## config.mk

```make
export PLATFORM = sky130hd
export DESIGN_NAME = encode_ctrl
export DESIGN_NICKNAME = d
export VERILOG_FILES = /design/src/rtl/encode_ctrl_pkg.sv /design/src/rtl/encode_ctrl_skid.sv /design/src/rtl/encode_ctrl.sv
export SDC_FILE = /design/constraint.sdc
export NUM_CORES = 1
export LEC_CHECK = 0
export ABC_AREA = 1
export BUFFER_PORTS_ARGS = -buffer_cell sky130_fd_sc_hd__buf_2
export CAP_MARGIN = 15
export CORE_MARGIN = 4
export CORE_UTILIZATION = 57
export CTS_BUF_LIST = sky130_fd_sc_hd__clkbuf_8
export DETAILED_ROUTE_END_ITERATION = 10
export PLACE_DENSITY = 0.95
export SLEW_MARGIN = 20
export SYNTH_ARGS = -nofsm -noshare
export SYNTH_HDL_FRONTEND = slang
export SYNTH_HIERARCHICAL = 1
export SYNTH_SLANG_ARGS = --single-unit
```

## constraint.sdc

```tcl
create_clock -name clk -period 1.65 [get_ports clk]
set_input_delay 0.0825 -clock clk [delete_from_list [all_inputs] [get_ports clk]]
set_output_delay 0.0825 -clock clk [all_outputs]
set_load 0.1 [all_outputs]
```

## src/rtl/encode_ctrl_pkg.sv

```systemverilog
// encode_ctrl_pkg: FSM encoding and sizing constants shared by encode_ctrl and its skid buffer.
// The ERR state only exists when ENCODE_CTRL_TIMEOUT_EN is defined.
package encode_ctrl_pkg;
  localparam int SKID_DEPTH = 2;
  localparam int DS_W = 8;
  typedef enum logic [2:0] {
    S_IDLE,
    S_START,
    S_RUN,
    S_DRAIN
`ifdef ENCODE_CTRL_TIMEOUT_EN
    , S_ERR
`endif
  } state_t;
endpackage

```

## src/rtl/encode_ctrl_skid.sv

```systemverilog
// encode_ctrl_skid: 2-entry FIFO that absorbs the output RAM read latency.
// Ports: clk, rst_n (async active-low), push/din write, pop read,
//        count occupancy (0..2), head = oldest entry (valid when count != 0).
module encode_ctrl_skid
  import encode_ctrl_pkg::*;
#(
  parameter int W = 8
) (
  input  logic         clk,
  input  logic         rst_n,
  input  logic         push,
  input  logic         pop,
  input  logic [W-1:0] din,
  output logic [1:0]   count,
  output logic [W-1:0] head
);
  logic [W-1:0] mem [SKID_DEPTH];
  logic wp, rp;
  always_ff @(posedge clk or negedge rst_n)
    if (!rst_n) begin
      mem   <= '{default: '0};
      wp    <= 1'b0;
      rp    <= 1'b0;
      count <= 2'd0;
    end else begin
      if (push) begin
        mem[wp] <= din;
        wp      <= ~wp;
      end
      if (pop) rp <= ~rp;
      count <= count + {1'b0, push} - {1'b0, pop};
    end
  assign head = mem[rp];
endmodule

```

## src/rtl/encode_ctrl.sv

```systemverilog
// encode_ctrl: accepts a job, pulses enc_start, waits for enc_done, then streams
// OUT_LEN words from the output RAM with a ready/valid handshake.
// Ports: clk, rst_n (async active-low); job_valid/job_ready/job_dataset request;
//        dataset latched index; enc_start/enc_done encoder handshake;
//        cd_rd_addr/cd_rd_data output RAM (1-cycle read latency);
//        out_valid/out_ready/out_data/out_last stream; busy; err (sticky watchdog).
// Optional: define ENCODE_CTRL_TIMEOUT_EN to enable the RUN watchdog and ERR state.
module encode_ctrl
  import encode_ctrl_pkg::*;
#(
  parameter int OUT_DEPTH   = 10,
  parameter int OUT_D_SIZE  = 8,
  parameter int OUT_LEN     = 1007,
  parameter int START_HOLD  = 6,
  parameter int TIMEOUT_CYC = 2 ** 20
) (
  input  logic                  clk,
  input  logic                  rst_n,
  input  logic                  job_valid,
  input  logic [DS_W-1:0]       job_dataset,
  output logic                  job_ready,
  output logic [DS_W-1:0]       dataset,
  output logic                  enc_start,
  input  logic                  enc_done,
  output logic [OUT_DEPTH-1:0]  cd_rd_addr,
  input  logic [OUT_D_SIZE-1:0] cd_rd_data,
  output logic                  out_valid,
  output logic [OUT_D_SIZE-1:0] out_data,
  output logic                  out_last,
  input  logic                  out_ready,
  output logic                  busy,
  output logic                  err
);
  localparam int HW = $clog2(START_HOLD + 1);
  localparam logic [OUT_DEPTH-1:0] LAST = OUT_DEPTH'(OUT_LEN - 1);
  state_t state, state_n;
  logic [HW-1:0] hold_cnt;
  logic issue, issued_all, in_flight, in_last, pop, head_last;
  logic [1:0] count;
  logic [OUT_D_SIZE:0] head;
`ifdef ENCODE_CTRL_TIMEOUT_EN
  localparam int WW = $clog2(TIMEOUT_CYC + 1);
  logic [WW-1:0] wd_cnt;
  logic err_q;
  always_ff @(posedge clk or negedge rst_n)
    if (!rst_n) begin
      wd_cnt <= '0;
      err_q  <= 1'b0;
    end else begin
      wd_cnt <= state == S_RUN ? wd_cnt + 1'b1 : '0;
      err_q  <= state_n == S_ERR;
    end
  assign err       = err_q;
  assign job_ready = state == S_IDLE || state == S_ERR;
`else
  assign err       = 1'b0;
  assign job_ready = state == S_IDLE;
`endif
  assign enc_start = state == S_START;
  assign busy      = state != S_IDLE;
  assign out_valid = count != 2'd0;
  assign pop       = out_valid && out_ready;
  assign {head_last, out_data} = head;
  assign out_last  = out_valid && head_last;
  // Count the word being popped this cycle as already gone so a steady
  // out_ready keeps one read issued per cycle without overfilling the skid.
  assign issue = state == S_DRAIN && !issued_all &&
                 (count - {1'b0, pop} + {1'b0, in_flight}) < 2'(SKID_DEPTH);
  always_comb begin
    state_n = state;
    unique case (state)
      S_IDLE:  if (job_valid) state_n = S_START;
      S_START: if (hold_cnt == HW'(START_HOLD - 1)) state_n = S_RUN;
      S_RUN:   if (enc_done) state_n = S_DRAIN;
`ifdef ENCODE_CTRL_TIMEOUT_EN
               else if (wd_cnt == WW'(TIMEOUT_CYC - 1)) state_n = S_ERR;
      S_ERR:   if (job_valid) state_n = S_START;
`endif
      S_DRAIN: if (pop && head_last) state_n = S_IDLE;
      default: state_n = S_IDLE;
    endcase
  end
  always_ff @(posedge clk or negedge rst_n)
    if (!rst_n) begin
      state      <= S_IDLE;
      hold_cnt   <= '0;
      dataset    <= '0;
      cd_rd_addr <= '0;
      issued_all <= 1'b0;
      in_flight  <= 1'b0;
      in_last    <= 1'b0;
    end else begin
      state    <= state_n;
      hold_cnt <= state == S_START ? hold_cnt + 1'b1 : '0;
      if (job_valid && job_ready) dataset <= job_dataset;
      if (state == S_RUN && enc_done) begin
        cd_rd_addr <= '0;
        issued_all <= 1'b0;
      end else if (issue) begin
        cd_rd_addr <= cd_rd_addr == LAST ? LAST : cd_rd_addr + 1'b1;
        issued_all <= cd_rd_addr == LAST;
      end
      in_flight <= issue;
      in_last   <= issue && cd_rd_addr == LAST;
    end
  encode_ctrl_skid #(.W(OUT_D_SIZE + 1)) u_skid (
    .clk   (clk),
    .rst_n (rst_n),
    .push  (in_flight),
    .pop   (pop),
    .din   ({in_last, cd_rd_data}),
    .count (count),
    .head  (head)
  );
endmodule

```

Word-level counts from Yosys, hierarchy flattened
Index checks and enable logic that the tools add are counted.

Add/subtract/negate cells: 6. Div/mod/pow operators: 0. Muxes and demuxes: 17. Multipliers: 0. Reductions and logical operators: 15. Bitwise logic cells: 4. Shift operators: 0. Order comparisons: 4. Equality and inequality tests: 9.

Operators with widths (count): $mux W9 (4); $mux W10 (3); $bwmux W18 (1); $mux W3 (5); $pmux W3 S4 (1); $add A10 B1 Y10 const B (1); $eq A10 B10 Y1 const B (1); $demux W9 S1 (1); $logic_and A1 B1 Y1 (9); $eq A3 B2 Y1 const B (2); $add A2 B1 Y2 (2); $ge A2 B2 Y1 const B (2); $ne A2 B1 Y1 const B (2); $ne A2 B2 Y1 const B (2); $not A1 Y2 (2); $reduce_and A4 Y1 (1); $reduce_bool A2 Y1 (2); $sub A2 B1 Y2 (2); $add A3 B1 Y3 const B (1); $eq A3 B1 Y1 const B (1); $eq A3 B3 Y1 const B (1); $logic_not A3 Y1 (1); $reduce_bool A3 Y1 (1); $lt A2 B1 Y1 const B (1); 4 further kinds (6).

Latch bits: 0. Bits in registers: 49. Logic and storage cells: 67. RAM bits: 0. Memories: 0. Bits in read-only memories: 0. Bits of input ports: 21.

Logic depth before layout (Yosys ltp)
Depth after elaboration: 8. Mapped depth: 10. Depth with buffers taken out: 10.

Cells and area by module
The synthesis kept the hierarchy.

Modules (own cells, without submodules): encode_ctrl (area an instance 1507.7 sq um, cells an instance 181, sequential area each 650.6 sq um, times used 1); encode_ctrl_skid (area an instance 1061.0 sq um, cells an instance 117, sequential area each 550.5 sq um, times used 1).

Worst setup path before layout
No wires, ideal clock.

Kind: reg-to-output. From: register u_skid.rp. To: output port out_data[1]. Setup slack: -1178 ps. Cell stages (with the launch flop): 4. Path buffers: 2. Data required time: 1567 ps. Data arrival time: 2745 ps. Path through: dfrtp_1 > buf_2 > buf_6 > o21ai_0.

Word-level cells in the longest chain between the ends: 4.

Ends and longest elaborated chain: from (decl) (RTL line encode_ctrl_skid.sv:18) `logic wp, rp;`; from (signal assigned) (RTL line encode_ctrl_skid.sv:30) `if (pop) rp <= ~rp;`; $not A1 Y2 (not written as such) (RTL line encode_ctrl_skid.sv:33) `assign head = mem[rp];`; $mux W9 (not written as such) (3 in series) (RTL line encode_ctrl_skid.sv:33); to (decl) (RTL line encode_ctrl.sv:28) `output logic [OUT_D_SIZE-1:0] out_data,`.

No other way between the ends. The select of a mux whose other input is x is not followed.

Worst setup path after layout
From: register u_skid.count[0]. To: register u_skid.count[1].

Word-level cells in the longest chain between the ends: 3.

Ends and longest elaborated chain: from (decl) (RTL line encode_ctrl_skid.sv:14) `output logic [1:0] count,`; from (signal assigned) (RTL line encode_ctrl_skid.sv:31) `count <= count + {1'b0, push} - {1'b0, pop};`; $reduce_bool A2 Y1 (RTL line encode_ctrl.sv:61) `assign out_valid = count != 2'd0;`; $logic_and A1 B1 Y1 (RTL line encode_ctrl.sv:62) `assign pop = out_valid && out_ready;`; net pop (RTL line encode_ctrl.sv:38) `logic issue, issued_all, in_flight, in_last, pop, head_last;`; $sub A2 B1 Y2 (RTL line encode_ctrl_skid.sv:31).

The timed path passes the listed nets, and every way through them passes these cells. A chain may end at the register's enable or synchronous reset.

==> summary.md <==
| Metric | Value |
|---|---|
| Run status | `finished clean` |
| Clock slew seen by the registers of the worst setup and hold paths | `0.08 ns` |
| Nets | `385` |
| TritonCTS buffer count | `5` |
| Mean routed wirelength per cell | `13.2 um` |
| GRT Util Overall | `21.1%` |
| Clk_skew | `0.00275 ns` |
| ANT cells | `0` |
| H-tree lvl count | `2` |
| Syn_nets | `329` |
| Clock Latency Late Sink | `0.29 ns` |
| Slew HR | `48.5%` |
| Post-Syn Instances | `298` |
| Clk sinks | `48` |
| Fin. max-slew vios | `0` |
| Core area | `0.00435 mm2` |
| # IOs | `53` |
| Post-synthesis cell type count | `24` |
| Fillers | `313` |
| Share of layout cells above drive strength 1 | `36.7%` |
| Die X | `75.1 um` |
| Crit Path Class | `reg -> reg` |
| Final setup viols | `0` |
| Initial core utilization | `59.0%` |
| Via count | `2086` |
| Area growth from synthesis to layout | `24.3%` |
| Die ar. | `0.00564 mm2` |
| Number of max-cap violations | `0` |
| Post-route setup TNS | `0 ns` |
| Synth area leaders | `dfrtp_1 (47%), nand2_1 (12%), inv_1 (6.7%)` |
| First drt pass iteration count | `4` |
| Final Cycle Share | `93.3%` |
| Routability Congestion | `0.907` |
| Worst slew pin tran | `0.773 ns` |
| Clock Tree Root | `clkbuf_8` |
| ANT nets after route | `0` |
| CP Capture Type | `flop` |
| First-pass GRT wire length | `9.29 mm` |
| Avg Inst Size Synth | `8.62 um2` |
| CP arrival | `1.73 ns` |
| Fin crit period | `1.54 ns` |
| Critical path launch point type | `flop` |
| Fin. Hold Viols | `0` |
| Seq/Total Area, Yosys | `46.8%` |
| Post-synth ARST share | `100%` |
| Gr ovfl total | `0` |
| Post-synth EDFFs | `0` |
| DR vias/cell | `5.14` |
| Post-DP HPWL | `3.98 mm` |
| Post-synth top flop | `dfrtp_1` |
| Number of global-route vias before repair | `2124` |
| Largest net degree at the start of global routing | `35` |
| Chip height | `75.1 um` |
| Initial antenna violation count | `0` |
| Highest clock rate | `650 MHz` |
| Top cell type's share of synthesized area | `46.8%` |
| Cell taking the most area after synthesis | `dfrtp_1` |
| Cell area after synthesis | `0.00257 mm2` |
| Crit-path max FO | `4` |
| Detailed Route WL | `5.38 mm` |
| Max clock buf depth | `2` |
| Number of I/O port buffers | `51` |
| Yosys warning count | `6` |
| Post-synth top cells | `nand2_1 (79), dfrtp_1 (48), inv_1 (46)` |
| Number of synthesized register bits | `48` |
| Initial DRC Count | `114` |
| Worst hold slack | `0.0131 ns` |
| Worst Path Required | `1.84 ns` |
| Row count | `24` |
| Most frequent cell after synthesis | `nand2_1` |
| CTS tree | `built` |
| DRC Markers | `0` |
| Hold WC Path Type | `in -> reg` |
## per-stage QoR
stage | instance area (um2) | cells | util (%) | worst slack [ns]
detailed placement | 3080 | 398 | 70.7 | 0.0826
global placement | 3080 | 398 | 70.7 | 0.189
global route | 3190 | 406 | 73.3 | -0.00905
finish | 3190 | 406 | 73.3 | 0.110
CTS | 3180 | 406 | 73.1 | 0.0728
floorplan | 2660 | 298 | - | -0.305
## timing repair
action                                  CTS  global route
buffers inserted                          0             0
resized for setup                         0             4
hold buffers                              1             0
endpoints found under the setup margin    0             1
hold endpoints to repair                 32             0
## worst paths after layout
path / start / endpoint / slack [ns] / cells after the start
max in group asynchronous: rst_n / u_skid/mem[5]$_DFFE_PN0P_ / 0.60 / 3
setup reg to reg: u_skid/count[0]$_DFF_PN0_ / u_skid/count[1]$_DFF_PN0_ / 0.11 / 10
hold / removal: job_dataset[5] / dataset[5]$_DFFE_PN0P_ / 0.01 / 2
setup / recovery: u_skid/count[0]$_DFF_PN0_ / u_skid/count[1]$_DFF_PN0_ / 0.11 / 10
hold reg to reg: hold_cnt[0]$_DFF_PN0_ / hold_cnt[0]$_DFF_PN0_ / 0.47 / 1
min in group asynchronous: rst_n / hold_cnt[0]$_DFF_PN0_ / 0.42 / 2
## critical path, cell delays in order, from the launching register on
cell	delay, ns
dfrtp_2	0.46
inv_4	0.12
nand2_8	0.05
nand2_1	0.09
inv_1	0.08
ha_1	0.29
inv_1	0.06
ha_1	0.15
inv_1	0.05
nand2_1	0.05
nand2_1	0.04
## layout by cell type, fill, tap and decap left out, types with 3 or more instances in the layout
cell type,count
nand3_2,4
ha_1,9
mux2_2,8
buf_12,9
nand2_2,4
nand3_1,26
clkbuf_8,7
inv_1,42
nor2_1,13
buf_2,42
nand4_1,3
o21ai_1,3
o21ai_2,27
buf_4,6
xnor2_1,6
inv_2,3
nand2_1,78
dfrtp_1,36
dfrtp_2,11
## cells by family (layout without fill, tap and decap cells)
family | after synthesis | count (layout) | share of synthesized area (%)
fa+ha+maj | 10 | 10 | 4.87
other cells | 1 | 1 | 0.146
xor+xnor | 7 | 7 | 2.39
mux | 8 | 8 | 3.51
simple gates | 133 | 133 | 22.8
compound gates | 34 | 34 | 9.40
flops | 48 | 48 | 46.8
buf+inv | 57 | 113 | 10.1
## cell type report
class	instances	area [um2]	area share [%]
inverter	48	189	5.92
multi-input combinational	193	1180	36.9
sequential	48	1220	38.2
tap	52	65.1	2.04
timing repair buffer	58	445	14.0
clock buffer	7	96.3	3.02
## state kept, by name, indices dropped and copies added, names as in the netlist
register	flops
hold_cnt	3
cd_rd_addr	10
u_skid/mem	18
in_flight	1
u_skid/count	2
state	2
in_last	1
issued_all	1
u_skid/wp	1
u_skid/rp	1
dataset	8
## routing by layer
layer | vias to the layer above | global-route usage (%) | routed length (um)
met2 | 37 | 39.4 | 2950
met1 | 999 | 24.6 | 2140
met4 | 0 | 5.83 | 77
li1 | 1042 | - | -
met3 | 8 | 4.01 | 209
met5 | - | 0 | 0
Power is left out: the tool's default activity adds up to more than one toggle a clock period on the data nets, which glitch-free logic cannot reach.
